`src/rtl/coproc_hub.sv`:
```
// coproc_hub: multi-channel coprocessor bridge. Decodes addressed bus requests, dispatches
// payloads to compute channels, captures their results and queues them in a response FIFO.

module coproc_hub_lane #(
    parameter int DATA_W = 24
) (
    input  logic              clk,
    input  logic              rst,
    input  logic              start_req,
    input  logic              mrdy,
    input  logic [DATA_W-1:0] mout,
    input  logic              push_sel,
    input  logic              flush,
    input  logic              err_clr,
    output logic              busy,
    output logic              pending,
    output logic              err,
    output logic [DATA_W-1:0] cap
);
    logic start_ok, start_drop, overwrite;

    assign start_ok   = start_req & ~busy;
    assign start_drop = start_req & busy;
    // a new result landing while the old one leaves through the arbiter loses nothing
    assign overwrite  = mrdy & pending & ~push_sel & ~flush;

    always_ff @(posedge clk) begin
        if (rst) begin
            busy    <= 1'b0;
            pending <= 1'b0;
            err     <= 1'b0;
            cap     <= '0;
        end else begin
            busy    <= start_ok | (busy & ~mrdy);
            pending <= mrdy | (pending & ~push_sel & ~flush);
            err     <= start_drop | overwrite | (err & ~err_clr);
            if (mrdy)
                cap <= mout;
        end
    end
endmodule

module coproc_hub #(
    parameter int ADDR_W     = 2,
    parameter int CMD_W      = 6,
    parameter int DATA_W     = 24,
    parameter int CH         = 2,
    parameter int FIFO_DEPTH = 4,
    parameter int IRQ_LEVEL  = 1,
    localparam int BUS_W     = ADDR_W + CMD_W + DATA_W
) (
    input  logic                 clk,
    input  logic                 rst,
    input  logic [ADDR_W-1:0]    devaddrin,
    input  logic [ADDR_W-1:0]    devaddrout,
    input  logic [BUS_W-1:0]     in,
    output logic [BUS_W-1:0]     out,
    output logic [CH-1:0]        mstart,
    output logic [DATA_W-1:0]    min,
    input  logic [CH-1:0]        mrdy,
    input  logic [CH*DATA_W-1:0] mout,
    output logic                 irq
);
    localparam int PTR_W  = (FIFO_DEPTH > 1) ? $clog2(FIFO_DEPTH) : 1;
    localparam int CNT_W  = PTR_W + 1;
    localparam int IDX_W  = (CH > 1) ? $clog2(CH) : 1;
    localparam int IDXO_W = CMD_W - 1;
    localparam int ENT_W  = IDX_W + DATA_W;

    localparam logic [CMD_W-1:0] CMD_POP    = '1;
    localparam logic [CMD_W-1:0] CMD_FLUSH  = CMD_POP - CMD_W'(1);
    localparam logic [CMD_W-1:0] CMD_STATUS = CMD_POP - CMD_W'(2);
    localparam logic [CMD_W-1:0] CMD_CH     = CMD_W'(CH);

    // request decode
    logic              hit;
    logic [CMD_W-1:0]  cmd;
    logic [DATA_W-1:0] data;
    logic              is_start, is_pop, is_flush, is_status;

    assign hit       = (in[BUS_W-1 -: ADDR_W] == devaddrin);
    assign cmd       = in[DATA_W +: CMD_W];
    assign data      = in[DATA_W-1:0];
    assign is_start  = hit && (cmd < CMD_CH);
    assign is_pop    = hit && (cmd == CMD_POP);
    assign is_flush  = hit && (cmd == CMD_FLUSH);
    assign is_status = hit && (cmd == CMD_STATUS);

    // per-channel state
    logic [CH-1:0]             start_req, busy, pending, err, push_sel;
    logic [CH-1:0][DATA_W-1:0] cap;

    for (genvar c = 0; c < CH; c++) begin : g_lane
        assign start_req[c] = is_start && (cmd == CMD_W'(c));

        coproc_hub_lane #(.DATA_W(DATA_W)) u_lane (
            .clk       (clk),
            .rst       (rst),
            .start_req (start_req[c]),
            .mrdy      (mrdy[c]),
            .mout      (mout[c*DATA_W +: DATA_W]),
            .push_sel  (push_sel[c]),
            .flush     (is_flush),
            .err_clr   (is_status),
            .busy      (busy[c]),
            .pending   (pending[c]),
            .err       (err[c]),
            .cap       (cap[c])
        );
    end

    // response FIFO
    logic [FIFO_DEPTH-1:0][ENT_W-1:0] mem;
    logic [PTR_W-1:0]  wr_ptr, rd_ptr;
    logic [CNT_W-1:0]  count, count_nxt;
    logic              full, pop_ok;
    logic [ENT_W-1:0]  rd_ent;

    assign full   = (count == CNT_W'(FIFO_DEPTH));
    assign pop_ok = is_pop && (count != '0);
    assign rd_ent = mem[rd_ptr];

    // lowest pending channel wins; a same-cycle pop makes room even when full
    logic             push_any, push_en;
    logic [IDX_W-1:0] push_idx;

    always_comb begin
        push_any = 1'b0;
        push_idx = '0;
        for (int c = 0; c < CH; c++) begin
            if (pending[c] && !push_any) begin
                push_any = 1'b1;
                push_idx = IDX_W'(c);
            end
        end
        push_en  = push_any && !is_flush && (!full || pop_ok);
        push_sel = push_en ? (CH'(1) << push_idx) : '0;
    end

    always_comb begin
        count_nxt = count + CNT_W'(push_en) - CNT_W'(pop_ok);
        if (is_flush)
            count_nxt = '0;
    end

    logic [DATA_W-1:0] status_word;
    assign status_word = DATA_W'({count, pending, err, busy});

    always_ff @(posedge clk) begin
        if (rst) begin
            out    <= '0;
            mstart <= '0;
            min    <= '0;
            irq    <= 1'b0;
            count  <= '0;
            wr_ptr <= '0;
            rd_ptr <= '0;
        end else begin
            mstart <= start_req & ~busy;
            if (|(start_req & ~busy))
                min <= data;

            if (pop_ok)
                out <= {1'b1, devaddrout, IDXO_W'(rd_ent[DATA_W +: IDX_W]), rd_ent[DATA_W-1:0]};
            else if (is_pop)
                out <= '0;
            else if (is_status)
                out <= {1'b0, devaddrout, {IDXO_W{1'b0}}, status_word};

            if (is_flush) begin
                wr_ptr <= '0;
                rd_ptr <= '0;
            end else begin
                if (push_en)
                    wr_ptr <= wr_ptr + PTR_W'(1);
                if (pop_ok)
                    rd_ptr <= rd_ptr + PTR_W'(1);
            end
            count <= count_nxt;
            irq   <= (IRQ_LEVEL != 0) ? (count_nxt != '0) : push_en;
        end
    end

    always_ff @(posedge clk) begin
        if (push_en)
            mem[wr_ptr] <= {push_idx, cap[push_idx]};
    end
endmodule

```
`config.mk`:
```
export PLATFORM = sky130hd
export DESIGN_NAME = coproc_hub
export DESIGN_NICKNAME = d
export VERILOG_FILES = /design/src/rtl/coproc_hub.sv
export SDC_FILE = /design/constraint.sdc
export NUM_CORES = 1
export LEC_CHECK = 0
export CAP_MARGIN = 0
export CORE_ASPECT_RATIO = 0.75
export CORE_MARGIN = 10
export CORE_UTILIZATION = 48
export DETAILED_ROUTE_END_ITERATION = 7
export PLACE_DENSITY_LB_ADDON = 0.05
export SLEW_MARGIN = 40
export SYNTH_ARGS = -nofsm -noshare
export SYNTH_HDL_FRONTEND = slang
export SYNTH_HIERARCHICAL = 1
export SYNTH_SLANG_ARGS = --single-unit
```
`constraint.sdc`:
```
create_clock -name clk -period 3.51 [get_ports clk]
set_input_delay 1.053 -clock clk [delete_from_list [all_inputs] [get_ports clk]]
set_output_delay 1.053 -clock clk [all_outputs]
set_load 0.005 [all_outputs]
```
==> metrics <==
run status=finished clean; floorplan row count=42; TritonCTS buffer count=22; leading area contributor after synthesis=edfxtp_1; Synth area leaders=edfxtp_1 35%, dfxtp_1 27%, mux4_2 6.5%, mux2i_1 5.9%, nor2_1 3.6%; full die area=23800 um2; Synth cell types=46; area post-placement=10300 um2; mapped cell area=around 8600 um2; fin util=62.3%; maximum number of pins on one net before global-route repair=56; largest family of logic cells by synthesized area=multiplexers; crit path time final=approximately 3.3 ns; CP max stage delay=slightly above 0.5 ns; number of remaining DRC errors=0; post-synth top area share=34.7%; Synth Register Bits=216; # resized after CTS=0; Max FO, Critical Path=2; clock latency on the worst-skew pair=approximately 0.50 ns; Slew HR=51.5%; Setup Viol. Count Final=0; Setup crit end kind=flip-flop; crit-path cells=clkdlybuf4s50_1 > buf_4 > nand4_1 > nor4_2 > a211oi_2 > inv_1 > ha_1 > inv_1 > ha_1 > inv_1 > fa_1 > xor2_1 > xnor2_1 > a31oi_1; Pre-antenna DRT Iters=4; Avg WL per Cell=19.1 um; final antenna-violating net count=0; Final period util=94.6%; P_sw=1.43 mW; CTS Buffer Depth=3; Initial Util=48.9%; Ports=147; WL final=20.3 mm; metal2 WL=just under 10 mm; Worst Clk Skew=between 0.01 and 0.015 ns; XOR/XNOR share of the synthesized area=less than 1%; fraction of layout cells with a size suffix above 1=between 15 and 20%; Synth async-reset ratio=0%; slowest CP cell=clkdlybuf4s50_1; post-route cell area=around 11000 um2; Post-synth EDFFs=100; first-pass GRT wire length=between 30 and 40 mm; Worst-Margin Slew=between 0.7 and 0.8 ns; syn_area_per_cell=13.2 um2; overall via count from detail_route=5694; Avg Vias per Cell=5.36; setup_tns=0 ns; vias in the first global route=roughly 6000; GP Congestion=0.796; core area=17700 um2; sequential power share=roughly half; GRT overflow=0; initial antenna violation count=0; Comb pwr share=a little over an eighth; WL met3=~1.1 mm; YS warnings=6; First DRT Iteration DRCs=408; Seq/Total Area, Yosys=between 60% and 70%; VDD IR max=0.303 mV; Port Buffer Count=142; # nets final=900; clock slew at reported path FFs=0.06 ns; startpoint types=input port; worst path bufs/invs=5; Post-synth top cells=116 x dfxtp_1, 100 x edfxtp_1, 82 x nor2_1; Synth Flop Type=dfxtp_1; # Post-CTS Setup Buffers=0; Worst EP required=3.86 ns; clk sinks=216; cell-internal power=between 4 and 5 mW; area grow syn2layout=27.3%; Arrival @ worst endpoint=3.67 ns; Max Cap Violations=0; Antenna Cells=0; count leader, synth=dfxtp_1; R2R Setup Slk=0.84 ns; Leakage=just under 4 nW; compound-cell area share of the yosys netlist=6.56%; Final HPWL DP=between 10 and 15 mm; post-synthesis simple-gate area fraction=9.77%; root buf cell=clkbuf_16; f_max=0.301 GHz; Die Wd=about 170 um; Die Y-Extent=136 um; Max H-tree Level=1; RSZ-0062 raised after global routing=false; Setup CP Type=input port to flip-flop; multiplexer share of the synthesized area=15.7%; Cells after Synth=655; top sig layer=met4; worst min-delay path class=flip-flop to flip-flop; Switching Share=23.8%; max-slew violation count=0; met1 wire length=9.18 mm; delay-heaviest family, CP=buffers and inverters; cts hold-fix bufs=0; GRT Resource Usage Total=between 10% and 20%; Pwr Density=548 nW/um2; CTS tree=built; Adder-Cell Fraction of Synth Area=1.10%; clock network fraction of design power=37.3%; most frequent CP cell=inv_1; Fin. Hold Viols=0
-- stage by stage --
step | power, mW | std cells | setup WS [ns] | hold WS [ns]
6_report | 6.03 | 1063 | 0.189 | 0.453
5_1_grt | 6.27 | 1063 | 0.0511 | 0.489
4_1_cts | 6.09 | 1063 | 0.247 | 0.458
3_5_place_dp | 3.84 | 1023 | -0.242 | 0.449
3_3_place_gp | 3.80 | 1022 | -0.135 | 0.438
2_1_floorplan | 3.50 | 658 | 0.163 | 0.448
-- sequential cells by signal, summed over array words and instances, names as in the netlist --
name,cells
g_lane.u_lane/busy,2
wr_ptr,2
min,24
rd_ptr,2
g_lane.u_lane/pending,2
irq,1
mem,100
mstart,2
count,3
out,28
g_lane.u_lane/err,2
g_lane.u_lane/cap,48
-- cell families (layout without fill, tap and decap cells) --
logic type                 after synthesis  count (layout)
muxes                                  101             101
adders and majority gates                7               7
buffers and inverters                   62             225
AOI/OAI and AO/OA                       90              90
xor gates and xnor gates                 6               6
other                                    1               4
DFF                                    216             216
and+or+nand+nor                        172             172
-- metal layers --
layer  global-route usage, %  up-vias
met5                       0        -
met4                    3.95        0
met3                    3.60       24
met2                    28.5      147
met1                    21.2     2810
li1                        -     2713
-- power groups by stage --
stage / registers, mW / logic, mW / clock network [mW]
2_1_floorplan: 3.02 / 0.476 / 0
3_3_place_gp: 3.04 / 0.763 / 0
3_5_place_dp: 3.05 / 0.790 / 0
4_1_cts: 3.00 / 0.795 / 2.29
5_1_grt: 3.02 / 0.858 / 2.39
6_report: 3.00 / 0.783 / 2.25
-- cell usage in the layout (no fill, tap or decap), types with 2 or more instances in the layout --
| cell | netlist | routed |
|---|---|---|
| clkdlybuf4s50_1 | 0 | 139 |
| dfxtp_1 | 116 | 115 |
| edfxtp_1 | 100 | 100 |
| nor2_1 | 82 | 82 |
| mux2i_1 | 51 | 50 |
| nand3_1 | 36 | 36 |
| buf_4 | 6 | 35 |
| a21oi_1 | 32 | 32 |
| o21ai_0 | 26 | 26 |
| mux2_2 | 25 | 25 |
| mux4_2 | 25 | 25 |
| clkbuf_16 | 0 | 24 |
| nand2b_1 | 17 | 17 |
| a32oi_1 | 16 | 16 |
| nand2_1 | 9 | 9 |
| a311oi_1 | 9 | 9 |
| inv_1 | 8 | 8 |
| and2_1 | 6 | 6 |
| ha_1 | 6 | 6 |
| clkbuf_1 | 15 | 5 |
| conb_1 | 1 | 4 |
| clkinv_2 | 0 | 4 |
| clkinv_1 | 0 | 4 |
| xor2_1 | 3 | 3 |
| nand4_1 | 3 | 3 |
| a31oi_1 | 3 | 3 |
| xnor2_2 | 2 | 2 |
| and4_1 | 2 | 2 |
| nor3_1 | 2 | 2 |
| nor3b_1 | 2 | 2 |
| and4_2 | 2 | 2 |
| inv_2 | 2 | 2 |
| or3b_1 | 2 | 2 |
| nand4bb_1 | 2 | 2 |
-- area by class of cell --
type                    instances  area [um2]
clock buffers                  29         619
clock inverters                11        88.8
fillers                      1395        6650
inverters                      10        37.5
multi-input cells             380        2960
flip-flops and latches        216        5330
well taps                     242         303
repair buffers                175        1670
-- path summary, 6_finish.rpt --
check | depth (start not counted) | endpoint | startpoint
worst max register to register | 11 | irq | count[1]
worst max-delay path | 14 | irq | in[29]
worst min-delay path | 2 | out[29] | out[29]
worst min register to register | 2 | out[29] | out[29]
-- worst register-to-register path, stage by stage (launching register included) --
cell and delay, ns:
dfxtp_1 0.37, nor3_1 0.47, nand2b_1 0.24, nor2_1 0.06, ha_1 0.28, inv_1 0.05, ha_1 0.13, inv_1 0.05
fa_1 0.37, xor2_1 0.17, xnor2_1 0.22, a31oi_1 0.12
No activity file was read; power rests on OpenSTA's default activity.
